**src/rtl/pc_pkg.sv**
```systemverilog
// Shared definitions for the fetch-address generator and the later address checks.
package pc_pkg;

    // ExcCode values shared with CP0 and the M-stage address checks
    localparam logic [4:0] EXC_ADEL = 5'd4;
    localparam logic [4:0] EXC_NONE = 5'd0;

    // Where the next fetch PC comes from; also handy for debug probes
    typedef enum logic [1:0] {
        SEQ  = 2'd0,
        BR   = 2'd1,
        ERET = 2'd2,
        EXC  = 2'd3
    } redir_e;

endpackage

```
**src/rtl/pc_range_chk.sv**
```systemverilog
// Combinational fetch/data address legality check: word alignment plus
// membership in [IM_BASE, IM_BASE + 4*IM_WORDS). The upper bound is built one
// bit wider than the address so it cannot wrap.
module pc_range_chk #(
    parameter int unsigned          ADDR_W   = 32,
    parameter logic [ADDR_W-1:0]    IM_BASE  = ADDR_W'(32'h0000_3000),
    parameter int unsigned          IM_WORDS = 4096
) (
    input  logic [ADDR_W-1:0] addr,
    output logic              illegal
);

    localparam logic [ADDR_W:0] LO   = {1'b0, IM_BASE};
    localparam logic [ADDR_W:0] SPAN = (ADDR_W+1)'(IM_WORDS) << 2;
    localparam logic [ADDR_W:0] HI   = LO + SPAN;

    logic [ADDR_W:0] addr_x;

    // Misaligned or outside the legal window
    always_comb begin
        addr_x  = {1'b0, addr};
        illegal = (addr[1:0] != 2'b00) || (addr_x < LO) || (addr_x >= HI);
    end

endmodule

```
**src/rtl/pc_gen.sv**
```systemverilog
// Fetch-address generator for the F stage: holds the fetch PC, picks the next
// PC (exception vector > eret EPC > buffered/live branch target > PC+4),
// flags AdEL on illegal fetch addresses and inserts bubbles after exc/eret.
// Optional feature: define PC_HIST_EN to add a 4-entry history of valid PCs
// with the hist_idx/hist_pc read port.
module pc_gen
    import pc_pkg::*;
#(
    parameter int unsigned          ADDR_W     = 32,
    parameter logic [ADDR_W-1:0]    RESET_VEC  = ADDR_W'(32'h0000_3000),
    parameter logic [ADDR_W-1:0]    EXC_VEC    = ADDR_W'(32'h0000_4180),
    parameter logic [ADDR_W-1:0]    IM_BASE    = ADDR_W'(32'h0000_3000),
    parameter int unsigned          IM_WORDS   = 4096,
    parameter int unsigned          BUBBLE_CYC = 1
) (
    input  logic              clk,
    input  logic              reset,
    input  logic              stall,
    input  logic              br_valid,
    input  logic [ADDR_W-1:0] br_target,
    input  logic              exc_req,
    input  logic              eret_req,
    input  logic [ADDR_W-1:0] epc,
    output logic [ADDR_W-1:0] pc,
    output logic              pc_valid,
    output logic [4:0]        exc_code,
    output logic              br_pending
`ifdef PC_HIST_EN
    ,
    input  logic [1:0]        hist_idx,
    output logic [ADDR_W-1:0] hist_pc
`endif
);

    localparam logic [2:0] BUB_LOAD = 3'(BUBBLE_CYC);

    logic [ADDR_W-1:0] pc_q, pc_d;
    logic [ADDR_W-1:0] tgt_q, tgt_d;
    logic              pend_q, pend_d;
    logic [2:0]        cnt_q, cnt_d;

    redir_e            src;
    logic              hold;
    logic [ADDR_W-1:0] br_sel;
    logic              illegal;

    // Next-PC selection, branch buffering and bubble counting
    always_comb begin
        src    = SEQ;
        hold   = 1'b0;
        tgt_d  = tgt_q;
        pend_d = pend_q;
        cnt_d  = cnt_q;
        // A live branch is younger than a buffered one, so it wins
        br_sel = br_valid ? br_target : tgt_q;

        if (exc_req) begin
            src    = EXC;
            pend_d = 1'b0;
            cnt_d  = BUB_LOAD;
        end else if (eret_req) begin
            src    = ERET;
            pend_d = 1'b0;
            cnt_d  = BUB_LOAD;
        end else if (stall) begin
            hold = 1'b1;
            if (br_valid) begin
                tgt_d  = br_target;
                pend_d = 1'b1;
            end
        end else begin
            if (cnt_q != 3'd0) begin
                cnt_d = cnt_q - 3'd1;
            end
            if (pend_q || br_valid) begin
                src    = BR;
                pend_d = 1'b0;
            end
        end

        unique case (src)
            EXC:     pc_d = EXC_VEC;
            ERET:    pc_d = epc;
            BR:      pc_d = br_sel;
            default: pc_d = pc_q + ADDR_W'(4);
        endcase
        if (hold) begin
            pc_d = pc_q;
        end
    end

    // Control state with synchronous active-low reset
    always_ff @(posedge clk) begin
        if (!reset) begin
            pc_q   <= RESET_VEC;
            pend_q <= 1'b0;
            cnt_q  <= 3'd0;
        end else begin
            pc_q   <= pc_d;
            pend_q <= pend_d;
            cnt_q  <= cnt_d;
        end
    end

    // Buffered branch target; only meaningful while pend_q is set
    always_ff @(posedge clk) begin
        tgt_q <= tgt_d;
    end

    pc_range_chk #(
        .ADDR_W   (ADDR_W),
        .IM_BASE  (IM_BASE),
        .IM_WORDS (IM_WORDS)
    ) u_range_chk (
        .addr    (pc_q),
        .illegal (illegal)
    );

    assign pc         = pc_q;
    assign pc_valid   = (cnt_q == 3'd0);
    assign br_pending = pend_q;
    assign exc_code   = (pc_valid && illegal) ? EXC_ADEL : EXC_NONE;

`ifdef PC_HIST_EN
    logic [ADDR_W-1:0] hist_q [4];
    logic [ADDR_W-1:0] hist_d [4];
    logic [1:0]        hptr_q, hptr_d;
    logic [1:0]        rd_ptr;

    // Record each valid PC as it retires from fetch on a non-stalled edge
    always_comb begin
        hist_d = hist_q;
        hptr_d = hptr_q;
        if (!stall && pc_valid) begin
            hist_d[hptr_q] = pc_q;
            hptr_d         = hptr_q + 2'd1;
        end
        rd_ptr  = hptr_q - 2'd1 - hist_idx;
        hist_pc = hist_q[rd_ptr];
    end

    // History storage, cleared on reset
    always_ff @(posedge clk) begin
        if (!reset) begin
            for (int i = 0; i < 4; i++) begin
                hist_q[i] <= '0;
            end
            hptr_q <= 2'd0;
        end else begin
            hist_q <= hist_d;
            hptr_q <= hptr_d;
        end
    end
`endif

endmodule
```
**config.mk**
```make
export PLATFORM = sky130hd
export DESIGN_NAME = pc_gen
export DESIGN_NICKNAME = d
export VERILOG_FILES = /design/src/rtl/pc_pkg.sv /design/src/rtl/pc_range_chk.sv /design/src/rtl/pc_gen.sv
export SDC_FILE = /design/constraint.sdc
export NUM_CORES = 1
export LEC_CHECK = 0
export ABC_AREA = 1
export CORE_ASPECT_RATIO = 0.5
export CORE_MARGIN = 5
export CORE_UTILIZATION = 25
export DETAILED_ROUTE_END_ITERATION = 7
export PLACE_DENSITY = 0.49
export SLEW_MARGIN = 0
export SYNTH_ARGS = -nofsm -noshare
export SYNTH_HDL_FRONTEND = slang
export SYNTH_HIERARCHICAL = 1
export SYNTH_SLANG_ARGS = --single-unit
```
**constraint.sdc**
```tcl
create_clock -name clk -period 2.7 [get_ports clk]
set_input_delay 0.27 -clock clk [delete_from_list [all_inputs] [get_ports clk]]
set_output_delay 0.27 -clock clk [all_outputs]
set_load 0.1 [all_outputs]
```
# == Word-level counts from Yosys, hierarchy flattened ==
# Index checks and enable logic that the tools add are counted.
# word_totals
ff_bits,68
input_bits,70
out_inout_bits,39
wordCells,49
# classes
addsub,2
magnitude_cmp,2
eq_ne,5
muxes,17
n_bitwise,4
n_reduce_logical,14
# op_table
operator,n
one-hot mux 32 bit (3 select lines),1
"adder 32 x 3 -> 32 bit, second input constant",1
">= comparator 32 x 15 -> 1 bit, second input constant",1
"< comparator 32 x 14 -> 1 bit, second input constant",1
two-way mux 32 bit,1
two-way mux 1 bit,12
AND reduction 2 bit,3
nonzero test 3 bit,2
"== test 2 bit, second input constant",2
two-way mux 2 bit,2
NOT 1 bit,4
nonzero test 2 bit,2
zero test 3 bit,1
logical OR 1 bit,3
two-way mux 3 bit,1
"!= test 3 x 1 -> 1 bit, second input constant",1
AND reduction 3 bit,1
OR reduction 3 bit,1
"subtractor 3 x 1 -> 3 bit, second input constant",1
"== test 2 x 1 -> 1 bit, second input constant",1
"!= test 2 x 1 -> 1 bit, second input constant",1
logical AND 1 bit,1

# == Longest topological paths before layout ==
# Gate-level depths: netlist (run 1).
# depth
word_depth,7
mapped_depth,10
depth_no_buf,10

# == Hierarchy ==
# Netlist (run 1), hierarchy kept.
# by_module_without_submodules
module,n_inst,cells_each,area_per_inst_um2
pc_gen,1,580,4165.2
pc_range_chk,1,23,91.3

# == Worst setup path after synthesis (run 1) ==
# OpenSTA, ideal clock, no wires.
# synth_timing
path_type,reg-to-output
from,"register pc_q[13], in the netlist pc[13]"
to,output port exc_code[2]
t_arrival_ns,2.679
required_time_ns,2.430
path_slack_ns,-0.249
stages_incl_launch_ff,7
cell_sequence,dfxtp_1 nand2_1 nor2_1 nor2_1 nand3_1 inv_1 nor2_1
# synth_via
elab_chain_cells,5
# synth_lines
element,line_no,text
start: declaration,pc_gen.sv:37,"logic [ADDR_W-1:0] pc_q, pc_d;"
start signal: assignment,pc_gen.sv:99,pc_q <= pc_d;
< comparator 32 x 14 -> 1 bit,pc_range_chk.sv:22,illegal = (addr[1:0] != 2'b00) || (addr_x < LO) || (addr_x >= HI);
logical OR 1 bit,pc_range_chk.sv:22,
logical OR 1 bit (*),pc_range_chk.sv:22,
named net illegal,pc_gen.sv:45,logic illegal;
logical AND 1 bit (*),pc_gen.sv:122,assign exc_code = (pc_valid && illegal) ? EXC_ADEL : EXC_NONE;
two-way mux 3 bit (*),pc_gen.sv:122,
end: declaration,pc_gen.sv:26,"output logic [4:0] exc_code,"
# The timed path passes the listed nets; every way through them passes the cells marked *.

# == Final worst setup path (run 1) ==
# layout_timing
from,"register pc_q[23], in the netlist pc[23]"
to,output port exc_code[2]
# The elaborated chain is that of the path after synthesis.

==> results of run 1 <==
==> cell type report <==
class	instances	area, µm²
Fill cell	1790	10800
Multi-Input combinational cell	459	2230
Sequential cell	68	1680
Timing Repair Buffer	117	1050
Tap cell	227	284
Clock buffer	12	246
Inverter	52	195
Clock inverter	4	50.0
==> synthesized netlist by cell type (all sizes together) (4+ instances only) <==
cell type	n	area share (%)
nand2	215	19
nor2	86	8.4
inv	52	4.6
o21ai	44	5.2
a21oi	36	4.2
dfxtp	36	17
edfxtp	32	23
mux2	24	6.3
buf	22	3.4
nand3	19	2.2
xor2	7	1.4
clkbuf	5	0.44
nand3b	4	0.71
==> worst min-delay path, stage by stage, from the launching register on <==
cell and delay, ns:
sky130_fd_sc_hd__dfxtp_1 0.30, sky130_fd_sc_hd__inv_1 0.07, sky130_fd_sc_hd__a21oi_1 0.06
==> registers in the layout, summed over array words and instances, names as in the netlist <==
name	flops
pc	32
tgt_q	32
cnt_q	3
br_pending	1
==> how the worst min path moves through the flow <==
stage	slack, ns	startpoint	endpoint	depth (start not counted)
floorplan	0.43	epc[0]	pc[0]	2
global placement	0.46	cnt_q[2]	cnt_q[2]	2
detailed placement	0.46	cnt_q[2]	cnt_q[2]	2
CTS	0.47	cnt_q[2]	cnt_q[2]	2
global route	0.51	cnt_q[2]	cnt_q[2]	2
finish	0.47	cnt_q[2]	cnt_q[2]	2
==> power breakdown <==
part / switching, mW / total (mW) / internal (mW)
sequential: 0.0633 / 1.19 / 1.13
combinational: 0.483 / 0.715 / 0.232
clock: 0.479 / 1.22 / 0.740
total: 1.03 / 3.13 / 2.10
==> layer usage <==
| metal | up-vias | wire [µm] | track usage [%] |
|---|---|---|---|
| met5 | - | 0 | 0 |
| met4 | 0 | 103 | 2.43 |
| met3 | 8 | 784 | 2.87 |
| met2 | 92 | 6010 | 21.1 |
| met1 | 1864 | 7820 | 22.3 |
| li1 | 2139 | - | - |
==> cell families after synthesis <==
| family | count (synthesis) |
|---|---|
| XOR/XNOR | 10 |
| AO/OA/AOI/OAI | 92 |
| other | 1 |
| AND/OR/NAND/NOR | 326 |
| flip-flops | 68 |
| multiplexers | 24 |
| adder cells (fa/ha/maj) | 3 |
| buffers and inverters | 79 |
==> metrics by stage <==
stage          setup WS (ns)  instances  power [mW]  utilization, %
2_1_floorplan          0.203        606        1.69               -
3_3_place_gp           0.595        923        1.93            32.8
3_5_place_dp           0.622        923        1.93            32.8
4_1_cts                0.746        939        3.15            34.6
5_1_grt                0.619        939        3.26            34.6
6_report               0.779        939        3.13            34.6
==> run_results.csv, run 1 <==
group,metric,value,unit
worst_setup_path,cp.depth,7,
yosys,syn_area_per_cell,7.06,µm²
worst_setup_path,cp_data_required_time,2.43,ns
grt,largest_net_degree_at_the_start_of_global_routing,36,
yosys,syn_inst,603,
worst_setup_path,cpMostUsedCell,"sky130_fd_sc_hd__nor2_1",
cts,worstSkewPairLatency,0.34,ns
finish,post_route_cells_drive_above_1_share,14.7,%
detailed_routing,avgRoutedWirePerCell,15.7,µm
sta,final_period_minus_worst_setup_slack,1.92,ns
grt,grt_pass1_wl,22400,µm
cts,clkSlewWorstSetupHoldPaths,0.06,ns
worst_setup_path,startpoint_type,"register",
detailed_routing,drc,0,
cts,cts.path.max_buffers,2,
hold_path,worstHoldPathType,"reg2reg",
worst_setup_path,startpoint,"pc[23]",
finish,final_area,0.00573,mm²
sta,achievable-frequency,0.521,GHz
sta,final_hold_viol_count,0,
yosys,synth_enable_flop_cells,32,
power_and_ir_drop,leakagePower,2.30,nW
cts,cts_resized,0,
sta,grt_setup_unrepaired,"no",
worst_setup_path,worst_setup_path_end,"exc_code[2]",
sta,clock-skew-final,0.00810,ns
cts,cts.hold.buffers_added,0,
floorplan,io-pin-count,109,
sta,max_slew.worst_pin.slew,0.566,ns
finish,number_of_antenna_cells_inserted,0,
worst_setup_path,worst-setup-path-type,"reg2out",
sta,setup_total_negative_slack,0,ns
grt,grt_remaining_overflow,0,
worst_setup_path,cp_data_arrival_time,1.65,ns
yosys,synthMuxAreaShare,6.35,%
worst_setup_path,worstSetupEndpointType,"primary output",
cts,cts_h_tree_depth,3,
floorplan,num_rows,33,
cts,clock_sinks,68,
place,placement.io_buffers,104,
sta,finalSetupViolations,0,
detailed_routing,detailedRoute.firstIterationViolations,181,
cts,clock-root-buffer,"sky130_fd_sc_hd__clkbuf_16",
worst_setup_path,crit_path_max_incr_delay,0.49,ns
cts,cts_post_setup_buffers_inserted,0,
yosys,yosysUniqueCellTypes,31,
finish,syn_to_final_growth,34.7,%
cts,tritoncts,"yes",
yosys,ys_async_sr_fraction,0,%
place,half_perimeter_wire_length_after_placement,11300,µm
cts,cts_inserted_buffers,9,
run_status,run_status,"complete, no violations",
yosys,yosysSeqAreaShare,39.5,%
yosys,synthAdderAreaFrac,0.882,%
finish,commonest_non_fill_non_tap_cells_in_the_layout,"sky130_fd_sc_hd__nand2_1 (211), sky130_fd_sc_hd__nor2_1 (75), sky130_fd_sc_hd__clkdlybuf4s50_1 (68), sky130_fd_sc_hd__inv_1 (50), sky130_fd_sc_hd__buf_4 (48)",
worst_setup_path,worstPathBufferInverterCount,2,
power_and_ir_drop,power_density,546,mW/mm²
detailed_routing,route.antenna.remaining_nets,0,
yosys,synth-simple-area-share,30.8,%
worst_setup_path,critical_path.cell_chain,"nor2_1, nand2_1, nor2_1, nand3_1, inv_1, nor2_2, buf_4",
worst_setup_path,timing.critical_path.fanout_max,7,
finish,nets,780,
grt,number_of_global_route_vias_before_repair,3819,
worst_setup_path,critical_path.reg2reg.endpoint,"pc[16]",
sta,maxSlewViolCount,0,
place,final_weighted_congestion_in_routability_driven_placement,0.882,
sta,worst_hold_slack,0.472,ns
finish,layout_commonest_cell,"sky130_fd_sc_hd__nand2_1",
worst_setup_path,crit-reg2reg-launch,"pc[2]",
detailed_routing,post_drt_via_cell_ratio,4.37,
yosys,ys_flop_type,"sky130_fd_sc_hd__dfxtp_1",
detailed_routing,first_pass_iters,4,
worst_setup_path,cpMaxStageDelayCell,"sky130_fd_sc_hd__dfxtp_1",
yosys,synth_top_family_by_area,"simple AND/OR/NAND/NOR gates",
flow_run,cap_viol_max_count,0,
worst_setup_path,setup.reg_to_reg.worst_slack,0.88,ns
yosys,synth_xor_area_share,2.06,%
power_and_ir_drop,vdd_drop_max,0.345,mV
yosys,number_of_synthesized_register_bits,68,
sta,period_share,71.1,%
yosys,number_of_warnings_printed_during_yosys_synthesis,6,
worst_setup_path,timing.reg2reg.worst_path_depth,7,
floorplan,initial_core_util,25.7,%
grt,antenna_found_initial,0,
yosys,post_synth_instance_area,0.00426,mm²
floorplan,core-area,0.0166,mm²
detailed_routing,routed_wl,14700,µm
sta,maxSlewHeadroom,62.3,%
floorplan,die_x,195,µm
floorplan,die_area,0.0199,mm²
yosys,compound_gate_portion_of_the_synthesized_area,11.8,%
detailed_routing,via_count,4103,
grt,track_usage,14.5,%
floorplan,chipHeight,102,µm
place,place_area,0.00544,mm²
worst_setup_path,critical-path-top-delay-family,"flip-flops",
Note: power is estimated with default switching activity, not from simulation.
==> run 2: changes to the inputs <==
- PLACE_DENSITY: 0.49 -> 0.51
- clock period: 2.7 -> 1.6 ns (I/O delays scaled with it)
==> run_results.csv, run 2 (synthesis gave the netlist of run 1 again) <==
group,metric,value,unit
power_and_ir_drop,clockPowerShare,38.2,%
run_status,run_status,"finished with violations",
worst_setup_path,cp_data_arrival_time,1.44,ns
hold_path,worstHoldPathType,"in2reg",
cts,cts_inserted_buffers,9,
sta,clock-skew-final,0.00491,ns
floorplan,chipHeight,102,µm
grt,grt_pass1_wl,24100,µm
sta,achievable-frequency,0.623,GHz
detailed_routing,via_count,4405,
sta,final_hold_viol_count,0,
finish,nets,829,
cts,worstSkewPairLatency,0.34,ns
power_and_ir_drop,finalPower,5.76,mW
sta,final_period_minus_worst_setup_slack,1.60,ns
grt,grt_remaining_overflow,0,
floorplan,core-area,0.0166,mm²
flow_run,cap_viol_max_count,0,
detailed_routing,routed_wl,15500,µm
cts,clkSlewWorstSetupHoldPaths,0.06,ns
finish,commonest_non_fill_non_tap_cells_in_the_layout,"sky130_fd_sc_hd__nand2_1 (209), sky130_fd_sc_hd__clkdlybuf4s50_1 (68), sky130_fd_sc_hd__nor2_1 (60), sky130_fd_sc_hd__buf_4 (55), sky130_fd_sc_hd__inv_1 (46)",
sta,period_share,100,%
place,placement.io_buffers,104,
place,final_weighted_congestion_in_routability_driven_placement,0.921,
finish,syn_to_final_growth,61.1,%
grt,track_usage,15.6,%
floorplan,die_area,0.0199,mm²
finish,number_of_antenna_cells_inserted,0,
cts,tritoncts,"yes",
finish,layout_commonest_cell,"sky130_fd_sc_hd__nand2_1",
power_and_ir_drop,power_frac_seq,34.9,%
cts,cts.path.max_buffers,2,
detailed_routing,post_drt_via_cell_ratio,4.46,
cts,clock_sinks,68,
finish,post_route_cells_drive_above_1_share,28.1,%
detailed_routing,avgRoutedWirePerCell,15.7,µm
grt,number_of_global_route_vias_before_repair,4263,
power_and_ir_drop,vdd_drop_max,0.489,mV
cts,cts_h_tree_depth,3,
power_and_ir_drop,p_sw_share,31.8,%
floorplan,die_x,195,µm
sta,setup_total_negative_slack,-0.00433,ns
worst_setup_path,timing.critical_path.fanout_max,4,
power_and_ir_drop,intPower,3.93,mW
sta,finalSetupViolations,1,
detailed_routing,route.antenna.remaining_nets,0,
power_and_ir_drop,combinationalPowerShare,26.9,%
cts,cts.hold.buffers_added,0,
floorplan,num_rows,33,
power_and_ir_drop,switching_power,1.83,mW
detailed_routing,detailedRoute.firstIterationViolations,310,
grt,antenna_found_initial,0,
run_status,failed_checks,"negative setup slack",
sta,maxSlewViolCount,0,
worst_setup_path,worst-setup-path-type,"reg2out",
worst_setup_path,worstSetupEndpointType,"primary output",
detailed_routing,drc,0,
floorplan,io-pin-count,109,
grt,largest_net_degree_at_the_start_of_global_routing,25,
worst_setup_path,cp_data_required_time,1.44,ns
detailed_routing,first_pass_iters,5,
cts,clock-root-buffer,"sky130_fd_sc_hd__clkbuf_16",
power_and_ir_drop,leakagePower,2.72,nW
sta,grt_setup_unrepaired,"yes",
sta,post-route-worst-setup-slack,-0.00433,ns
floorplan,initial_core_util,25.7,%
worst_setup_path,startpoint_type,"register",
power_and_ir_drop,power_density,840,mW/mm²
place,half_perimeter_wire_length_after_placement,11900,µm
-- run 2: changes by cell type in the layout (fill, tap and decap cells not counted), moves of 4 or more --
cell	change
sky130_fd_sc_hd__nor2_4	+6
sky130_fd_sc_hd__dfxtp_4	+22
sky130_fd_sc_hd__nor2_1	-15
sky130_fd_sc_hd__inv_1	-4
sky130_fd_sc_hd__buf_4	+7
sky130_fd_sc_hd__buf_12	+42
sky130_fd_sc_hd__dfxtp_1	-33
sky130_fd_sc_hd__nor2_2	+9
sky130_fd_sc_hd__dfxtp_2	+11
-- run 2: what timing repair did --
item | in CTS | in global routing
resized for setup | 18 | 21
setup buffers | 8 | 7
setup endpoints to repair | 1 | 13
pin swaps | 2 | 6
-- run 2: through the flow --
step / std cells / utilization (%) / setup WS, ns / hold WS [ns] / area [µm²]
after floorplan: 606 / - / -0.128 / 0.317 / 4370
after global placement: 957 / 38.1 / -0.0844 / 0.465 / 6310
after detailed placement: 957 / 38.1 / -0.118 / 0.479 / 6310
after CTS: 981 / 40.7 / 0.00610 / 0.317 / 6750
after global routing: 988 / 41.4 / -0.0331 / 0.336 / 6860
final: 988 / 41.4 / -0.00433 / 0.320 / 6860
-- run 2: layout make-up --
class                           count  area (µm²)
Clock buffer                        9         225
Clock inverter                      7        98.8
Fill cell                        1671        9700
Inverter                           52         199
Multi-Input combinational cell    459        2330
Sequential cell                    68        1780
Tap cell                          227         284
Timing Repair Buffer              166        1940
-- run 2: worst paths after layout --
path / start / end / slack, ns / cells past startpoint
worst max-delay path: pc[30] / exc_code[2] / -0.004 / 7
worst min-delay path: br_valid / tgt_q[11] / 0.32 / 2
worst max register to register: pc[7] / pc[17] / 0.09 / 7
worst min register to register: cnt_q[0] / cnt_q[0] / 0.48 / 2
-- run 2: layer usage --
metal	routed length [µm]	part of all wire, %	up-vias	global-route usage [%]
li1	-	-	2249	-
met1	7850	51	2025	22.5
met2	6590	42	121	23.5
met3	971	6.3	10	4.41
met4	97	0.63	0	2.97
met5	0	0	-	0
-- run 2: power by group through the flow --
stage,clock (mW),combinational (mW),sequential (mW)
floorplan,0,0.466,2.40
global placement,0,1.47,2.08
detailed placement,0,1.47,2.08
CTS,2.26,1.53,2.02
global route,2.34,1.65,2.02
finish,2.20,1.55,2.01
-- run 2: critical path, cell delays in order (launching register included) --
cell and delay [ns]:
sky130_fd_sc_hd__dfxtp_4 0.36, sky130_fd_sc_hd__nor2_2 0.11, sky130_fd_sc_hd__nand2_1 0.07, sky130_fd_sc_hd__nor2_2 0.15, sky130_fd_sc_hd__nand3_2 0.13, sky130_fd_sc_hd__inv_2 0.09
sky130_fd_sc_hd__nor2_4 0.04, sky130_fd_sc_hd__buf_12 0.15
